### src/rtl/watchdog_pkg.sv
// Shared types and width helpers for the multi-channel receiver watchdog.
package watchdog_pkg;

    typedef enum logic [2:0] {
        OK      = 3'd0,
        ERR     = 3'd1,
        RESET   = 3'd2,
        HOLDOFF = 3'd3,
        FAULT   = 3'd4
    } wd_state_t;

    // Timer width: wide enough to hold the largest of the cycle parameters.
    function automatic int unsigned cnt_width(input int unsigned wait_c,
                                              input int unsigned reset_c,
                                              input int unsigned holdoff_c,
                                              input int unsigned stable_c);
        int unsigned m;
        m = wait_c;
        if (reset_c > m)   m = reset_c;
        if (holdoff_c > m) m = holdoff_c;
        if (stable_c > m)  m = stable_c;
        return $clog2(m + 1);
    endfunction

    function automatic int unsigned retry_width(input int unsigned max_retries);
        return (max_retries == 0) ? 1 : $clog2(max_retries + 1);
    endfunction

endpackage

### src/rtl/watchdog_channel.sv
// One watchdog channel: error tolerance timer, reset pulse, hold-off and retry/fault tracking.
module watchdog_channel
    import watchdog_pkg::*;
#(
    parameter int unsigned WAIT_CYCLES    = 10000,
    parameter int unsigned RESET_CYCLES   = 16,
    parameter int unsigned HOLDOFF_CYCLES = 1000,
    parameter int unsigned STABLE_CYCLES  = 100000,
    parameter int unsigned MAX_RETRIES    = 8
) (
    input  logic clk_i,
    input  logic reset_ni,
    input  logic enable_i,
    input  logic error_i,
    input  logic clear_i,
    output logic reset_o,
    output logic fault_o
);

    localparam int unsigned CW = cnt_width(WAIT_CYCLES, RESET_CYCLES, HOLDOFF_CYCLES, STABLE_CYCLES);
    localparam int unsigned RW = retry_width(MAX_RETRIES);

    localparam logic [CW-1:0] WAIT_LAST  = CW'(WAIT_CYCLES - 32'd1);
    localparam logic [CW-1:0] RESET_LAST = CW'(RESET_CYCLES - 32'd1);
    localparam logic [CW-1:0] HOLD_LAST  = (HOLDOFF_CYCLES == 0) ? '0 : CW'(HOLDOFF_CYCLES - 32'd1);
    localparam logic [CW-1:0] STABLE_MAX = CW'(STABLE_CYCLES);
    localparam logic [RW-1:0] RETRY_MAX  = RW'(MAX_RETRIES);

    wd_state_t     state;
    logic [CW-1:0] cnt;
    logic [CW-1:0] stable;
    logic [RW-1:0] retries;
    logic [RW-1:0] retries_inc;

    assign retries_inc = (retries == RETRY_MAX) ? retries : retries + RW'(1);

    always_ff @(posedge clk_i or negedge reset_ni) begin
        if (!reset_ni) begin
            state   <= RESET;
            cnt     <= '0;
            stable  <= '0;
            retries <= '0;
            reset_o <= 1'b1;
            fault_o <= 1'b0;
        end else if (!enable_i) begin
            // Disable wins over everything, truncating any reset pulse in flight.
            state   <= OK;
            cnt     <= '0;
            stable  <= '0;
            retries <= '0;
            reset_o <= 1'b0;
            fault_o <= 1'b0;
        end else begin
            case (state)
                OK: begin
                    if (error_i) begin
                        state  <= ERR;
                        cnt    <= '0;
                        stable <= '0;
                    end else if (stable != STABLE_MAX) begin
                        stable <= stable + CW'(1);
                        if (stable == STABLE_MAX - CW'(1)) retries <= '0;
                    end
                end
                ERR: begin
                    if (!error_i) begin
                        state <= OK;
                    end else if (cnt == WAIT_LAST) begin
                        state   <= RESET;
                        cnt     <= '0;
                        retries <= retries_inc;
                        reset_o <= 1'b1;
                    end else begin
                        cnt <= cnt + CW'(1);
                    end
                end
                RESET: begin
                    if (cnt == RESET_LAST) begin
                        cnt     <= '0;
                        reset_o <= 1'b0;
                        if (MAX_RETRIES != 0 && retries == RETRY_MAX) begin
                            state   <= FAULT;
                            fault_o <= 1'b1;
                        end else if (HOLDOFF_CYCLES == 0) begin
                            state  <= OK;
                            stable <= '0;
                        end else begin
                            state <= HOLDOFF;
                        end
                    end else begin
                        cnt <= cnt + CW'(1);
                    end
                end
                HOLDOFF: begin
                    if (cnt == HOLD_LAST) begin
                        state  <= OK;
                        cnt    <= '0;
                        stable <= '0;
                    end else begin
                        cnt <= cnt + CW'(1);
                    end
                end
                FAULT: begin
                    // Clear restarts with a fresh retry budget; this pulse counts as the first.
                    if (clear_i) begin
                        state   <= RESET;
                        cnt     <= '0;
                        retries <= RW'(1);
                        reset_o <= 1'b1;
                        fault_o <= 1'b0;
                    end
                end
                default: begin
                    state   <= OK;
                    cnt     <= '0;
                    stable  <= '0;
                    reset_o <= 1'b0;
                    fault_o <= 1'b0;
                end
            endcase
        end
    end

endmodule

### src/rtl/multi_channel_watchdog.sv
// N independent receiver watchdog channels plus registered aggregate reset/fault flags.
module multi_channel_watchdog #(
    parameter int unsigned N_CHANNELS     = 4,
    parameter int unsigned WAIT_CYCLES    = 10000,
    parameter int unsigned RESET_CYCLES   = 16,
    parameter int unsigned HOLDOFF_CYCLES = 1000,
    parameter int unsigned STABLE_CYCLES  = 100000,
    parameter int unsigned MAX_RETRIES    = 8
) (
    input  logic                  clk_i,
    input  logic                  reset_ni,
    input  logic [N_CHANNELS-1:0] enable_i,
    input  logic [N_CHANNELS-1:0] error_i,
    input  logic [N_CHANNELS-1:0] clear_i,
    output logic [N_CHANNELS-1:0] reset_o,
    output logic [N_CHANNELS-1:0] fault_o,
    output logic                  any_reset_o,
    output logic                  any_fault_o
);

    if (N_CHANNELS < 1) begin : g_bad_n
        $fatal(1, "N_CHANNELS must be at least 1");
    end
    if (WAIT_CYCLES < 1) begin : g_bad_wait
        $fatal(1, "WAIT_CYCLES must be at least 1");
    end
    if (RESET_CYCLES < 1) begin : g_bad_reset
        $fatal(1, "RESET_CYCLES must be at least 1");
    end
    if (STABLE_CYCLES < 1) begin : g_bad_stable
        $fatal(1, "STABLE_CYCLES must be at least 1");
    end

    for (genvar i = 0; i < N_CHANNELS; i++) begin : g_ch
        watchdog_channel #(
            .WAIT_CYCLES   (WAIT_CYCLES),
            .RESET_CYCLES  (RESET_CYCLES),
            .HOLDOFF_CYCLES(HOLDOFF_CYCLES),
            .STABLE_CYCLES (STABLE_CYCLES),
            .MAX_RETRIES   (MAX_RETRIES)
        ) u_ch (
            .clk_i   (clk_i),
            .reset_ni(reset_ni),
            .enable_i(enable_i[i]),
            .error_i (error_i[i]),
            .clear_i (clear_i[i]),
            .reset_o (reset_o[i]),
            .fault_o (fault_o[i])
        );
    end

    // Aggregates are a second register stage, lagging the channel outputs by one cycle.
    always_ff @(posedge clk_i or negedge reset_ni) begin
        if (!reset_ni) begin
            any_reset_o <= 1'b1;
            any_fault_o <= 1'b0;
        end else begin
            any_reset_o <= |reset_o;
            any_fault_o <= |fault_o;
        end
    end

endmodule
### config.mk
export PLATFORM = sky130hd
export DESIGN_NAME = multi_channel_watchdog
export DESIGN_NICKNAME = d
export VERILOG_FILES = /design/src/rtl/watchdog_pkg.sv /design/src/rtl/watchdog_channel.sv /design/src/rtl/multi_channel_watchdog.sv
export SDC_FILE = /design/constraint.sdc
export NUM_CORES = 1
export LEC_CHECK = 0
export ABC_AREA = 0
export CAP_MARGIN = 10
export CELL_PAD_IN_SITES_DETAIL_PLACEMENT = 1
export CELL_PAD_IN_SITES_GLOBAL_PLACEMENT = 2
export CORE_MARGIN = 10
export CORE_UTILIZATION = 40
export CTS_BUF_LIST = sky130_fd_sc_hd__clkbuf_4 sky130_fd_sc_hd__clkbuf_8 sky130_fd_sc_hd__clkbuf_16
export CTS_CLUSTER_SIZE = 40
export DETAILED_ROUTE_END_ITERATION = 10
export HOLD_SLACK_MARGIN = 0.08
export PLACE_DENSITY_LB_ADDON = 0.1
export SYNTH_ARGS = -nofsm -noshare
export SYNTH_HDL_FRONTEND = slang
export SYNTH_SLANG_ARGS = --single-unit
### constraint.sdc
create_clock -name clk_i -period 4 [get_ports clk_i]
set_clock_uncertainty 0.1 [all_clocks]
set_input_delay 0.8 -clock clk_i [delete_from_list [all_inputs] [get_ports clk_i]]
set_output_delay 0.8 -clock clk_i [all_outputs]
set_load 0.05 [all_outputs]
==> impl_summary.md <==
Status
The run finished with clean final reports.

Placement
Detailed placement finished with a half-perimeter wire length of 19600 um. The number of input and output port buffers inserted is 23. The congestion estimate from routability-driven global placement came to 0.799. Including well taps, the total number of placed cells is 1567.

Summing all placed instances gives a cell area of 11100 sq um. The post-place setup slack is 0.539 ns.

Logic synthesis
After synthesis, the cell types taking the most area are sky130_fd_sc_hd__dfrtp_1 39%, sky130_fd_sc_hd__nand2_1 4.9%, sky130_fd_sc_hd__o21ai_0 4.5%. The post-synthesis register bit count is 174. When the netlist entered floorplanning its net count stood at 1285. The post-synthesis instance area is 10600 sq um. The number of enable-type register cells in the synthesized netlist is 0.

The dominant synthesized flop cell is sky130_fd_sc_hd__dfrtp_1. The post-synthesis cell type count is 83. Of all cell types, the one taking the most synthesized area is sky130_fd_sc_hd__dfrtp_1. Of the post-synthesis cell area, the dominant cell type holds 38.9%. Sequential cells were found to cover 41.1% of the synthesized design area. During synthesis, Yosys emitted a total of 0 warnings. The average instance in the mapped netlist occupies 8.49 sq um.

In the synthesized netlist, the number of instances is 1251. The library cell with the highest instance count after synthesis is sky130_fd_sc_hd__dfrtp_1. By count the netlist is led by 165 x sky130_fd_sc_hd__dfrtp_1, 138 x sky130_fd_sc_hd__nand2_1, 126 x sky130_fd_sc_hd__nor2_1. Of all flip-flops after synthesis, the portion carrying an async set or reset was 100%.

Floorplanning
The number of top-level design ports is 24. The die covers 33500 sq um. The initial utilization of the core area, before any placement, comes to 40.7%. The placement row count is 59. The area of the core is 26100 sq um. The horizontal die dimension is 183 um. In this run the vertical extent of the chip is 183 um.

Route
The overall via count from detail_route is 9202. The detail route stage leaves a number of antenna-violating nets equal to 0. After detailed routing, the total wire length is 27800 um. In the routed layout, each cell is associated on average with a via count of 5.75. Dividing the detail-routed wire length by the instance count gives 17.4 um. For this run, the detailed router's first-pass iteration total came to 4. The number of design rule violations left after detail routing is 0. The number of DRC markers after the initial detailed-route iteration is 509.

Global route
The first global-routing pass estimated 48000 um of wire. The initial antenna violation count was 0. The total global-route track usage is 16.9%. Entering global routing, the biggest net connects 90 pins. The number of global-route vias before repair came to 9338.

The total grt overflow is 0.

Cells and area
0 antenna diodes ended up in the layout. The final cell count without fillers is 1599. After routing the design area is 11700 sq um. The post-route netlist has 7.75% of its cells at a drive strength greater than 1.

The net count of the finished layout is 1285. Relative to the synthesized area, the layout overhead comes to 10.3%.

STA
The worst hold-check slack is 0.271 ns. The final count of hold timing violations is 0. The worst path needs 3.07 ns of the cycle, external delays included.

The number of setup violations in the final report is 0. The worst setup slack after layout is 0.929 ns. For the pin with the worst max-slew slack, the measured transition is 1.06 ns. Setup repair after global routing left no endpoint under its margin. The setup TNS is 0 ns. The ratio of final minimum period to clock period is 76.8%. The final number of max-transition violations came to 0. The relative max-transition margin is 28.7%. The highest achievable clock rate is 326 MHz.

Critical path
Walking the worst path, the cells encountered are ha_1, or4b_4, nor4_4, a32oi_1, a31oi_1, and2_1, o21ai_0. In this run the critical register-to-register path is captured at g_ch[3].u_ch.cnt[4]$_DFFE_PN0P_. Counting cells, the worst reg-to-reg path comes to 7. The worst setup path is captured at a register. Along the worst path, the maximum fanout reaches 14. The worst-case register-to-register setup slack is 0.93 ns.

Tracing the worst setup path back leads to its startpoint at g_ch[3].u_ch.cnt[0]$_DFFE_PN0P_. The critical path in this run is classified as reg -> reg. The slowest stage cell on the critical path is sky130_fd_sc_hd__or4b_4. The cell family contributing the most delay on the critical path is simple AND/OR/NAND/NOR gates. The count of buffer and inverter cells on the critical path is 0. In this run the critical register-to-register path is launched from g_ch[3].u_ch.cnt[0]$_DFFE_PN0P_.

For this run, the slowest stage of the critical path takes 0.52 ns. The data arrival time of the critical path is 3.26 ns. The worst setup path is launched from a register. The data required time at the worst endpoint is 4.19 ns.

Clock network
The clock latency of the later-clocked register in the worst-skew pair is 0.43 ns. The number of levels in the clock H-tree is 4. CTS placed an instance of sky130_fd_sc_hd__clkbuf_16 at the clock tree root. The number of buffers inserted for hold repair after clock tree synthesis is 0.

The TritonCTS clock tree is yes. After clock tree synthesis, the setup repair step added 0 buffers. The count of cells resized by post-cts repair is 0.

The TritonCTS sink count is 174. No sink is reached through more buffers than the 2 on the longest clock path. After clock tree synthesis, the clock-pin slew on the worst setup and hold paths is 0.08 ns.

The number of buffers inserted during clock tree synthesis is 17.

Power and ir drop
The peak supply drop is 0.232 mV. The ratio of total power to cell area is 427 nW/um^2. For this design the static power due to leakage is 4.73 nW.

Hold path
In this run the worst hold path is classified as in -> async.

Run
Across the run, the number of max-cap violations was 0.
==> power breakdown <==
group          internal, W  switching (W)  total [W]
Combinational     0.000441       0.000798    0.00124
Sequential         0.00189       0.000200    0.00209
Clock             0.000906       0.000767    0.00167
==> sequential cells by signal, indices dropped and copies added (netlist names) <==
name               flops
g_ch.u_ch.fault_o      4
any_reset_o            1
any_fault_o            1
g_ch.u_ch.retries     16
g_ch.u_ch.cnt         68
g_ch.u_ch.reset_o      4
g_ch.u_ch.state       12
g_ch.u_ch.stable      68
==> final cells by class <==
class | count | area [sq um]
clock buffer | 20 | 454
clock inverter | 12 | 124
fill | 3101 | 14400
inverter | 46 | 173
multi-input combinational | 971 | 5800
sequential | 174 | 4370
tap | 335 | 419
timing repair buffer | 41 | 382
==> worst register-to-register path, cell delays in order, from the launching register on <==
cell	delay (ns)
sky130_fd_sc_hd__dfrtp_1	0.40
sky130_fd_sc_hd__ha_1	0.25
sky130_fd_sc_hd__or4b_4	0.52
sky130_fd_sc_hd__nor4_4	0.42
sky130_fd_sc_hd__a32oi_1	0.14
sky130_fd_sc_hd__a31oi_1	0.42
sky130_fd_sc_hd__and2_1	0.52
sky130_fd_sc_hd__o21ai_0	0.17
==> layer usage <==
metal / global-route usage, % / share of wire [%]
met4: 3.05 / 0.59
met2: 28.4 / 48
met5: 0 / 0
met3: 2.51 / 1.7
met1: 22.9 / 50
==> placed cells by master, fill, tap and decap left out, drive strengths merged, types with 6 or more instances in the layout <==
cell type / instances
nand2: 139
inv: 53
o311ai: 11
or2: 13
xnor2: 25
nor2b: 13
mux2: 7
dfstp: 9
and4: 10
clkbuf: 21
nor3: 38
nand3b: 6
nand3: 89
dfrtp: 165
nand4: 34
or4: 13
nand2b: 24
xor2: 25
ha: 20
buf: 18
o21ai: 99
or3: 10
clkdlybuf4s50: 22
nor2: 126
and3: 30
nor4: 18
o31ai: 14
mux2i: 11
a41oi: 7
and2: 8
a31oi: 27
nor4b: 6
a21oi: 54
==> through the flow <==
step	total power [W]	util, %
after detailed placement	0.00337	42.6
after CTS	0.00509	44.8
after global routing	0.00532	44.8
after floorplan	0.00298	-
after global placement	0.00336	42.6
final	0.00500	44.8
==> cells by family after synthesis <==
group           after synthesis  share of synthesized area [%]
compound gates              277                           16.5
xor+xnor                     50                           4.12
mux                          18                           1.78
fa+ha+maj                    20                           2.36
flops                       174                           41.1
buf+inv                     106                           4.36
simple gates                606                           29.8
==> worst max path at each step <==
stage / end / slack, ns / cells after the start
after floorplan: g_ch[2].u_ch.stable[14]$_DFFE_PN0P_ / 1.28 / 9
after global placement: g_ch[2].u_ch.stable[15]$_DFFE_PN0P_ / 0.59 / 7
after detailed placement: g_ch[2].u_ch.stable[15]$_DFFE_PN0P_ / 0.54 / 7
after CTS: g_ch[3].u_ch.cnt[4]$_DFFE_PN0P_ / 0.87 / 7
after global routing: g_ch[3].u_ch.cnt[4]$_DFFE_PN0P_ / 0.66 / 7
final: g_ch[3].u_ch.cnt[4]$_DFFE_PN0P_ / 0.93 / 7
Note: power is estimated with default switching activity, not from simulation.
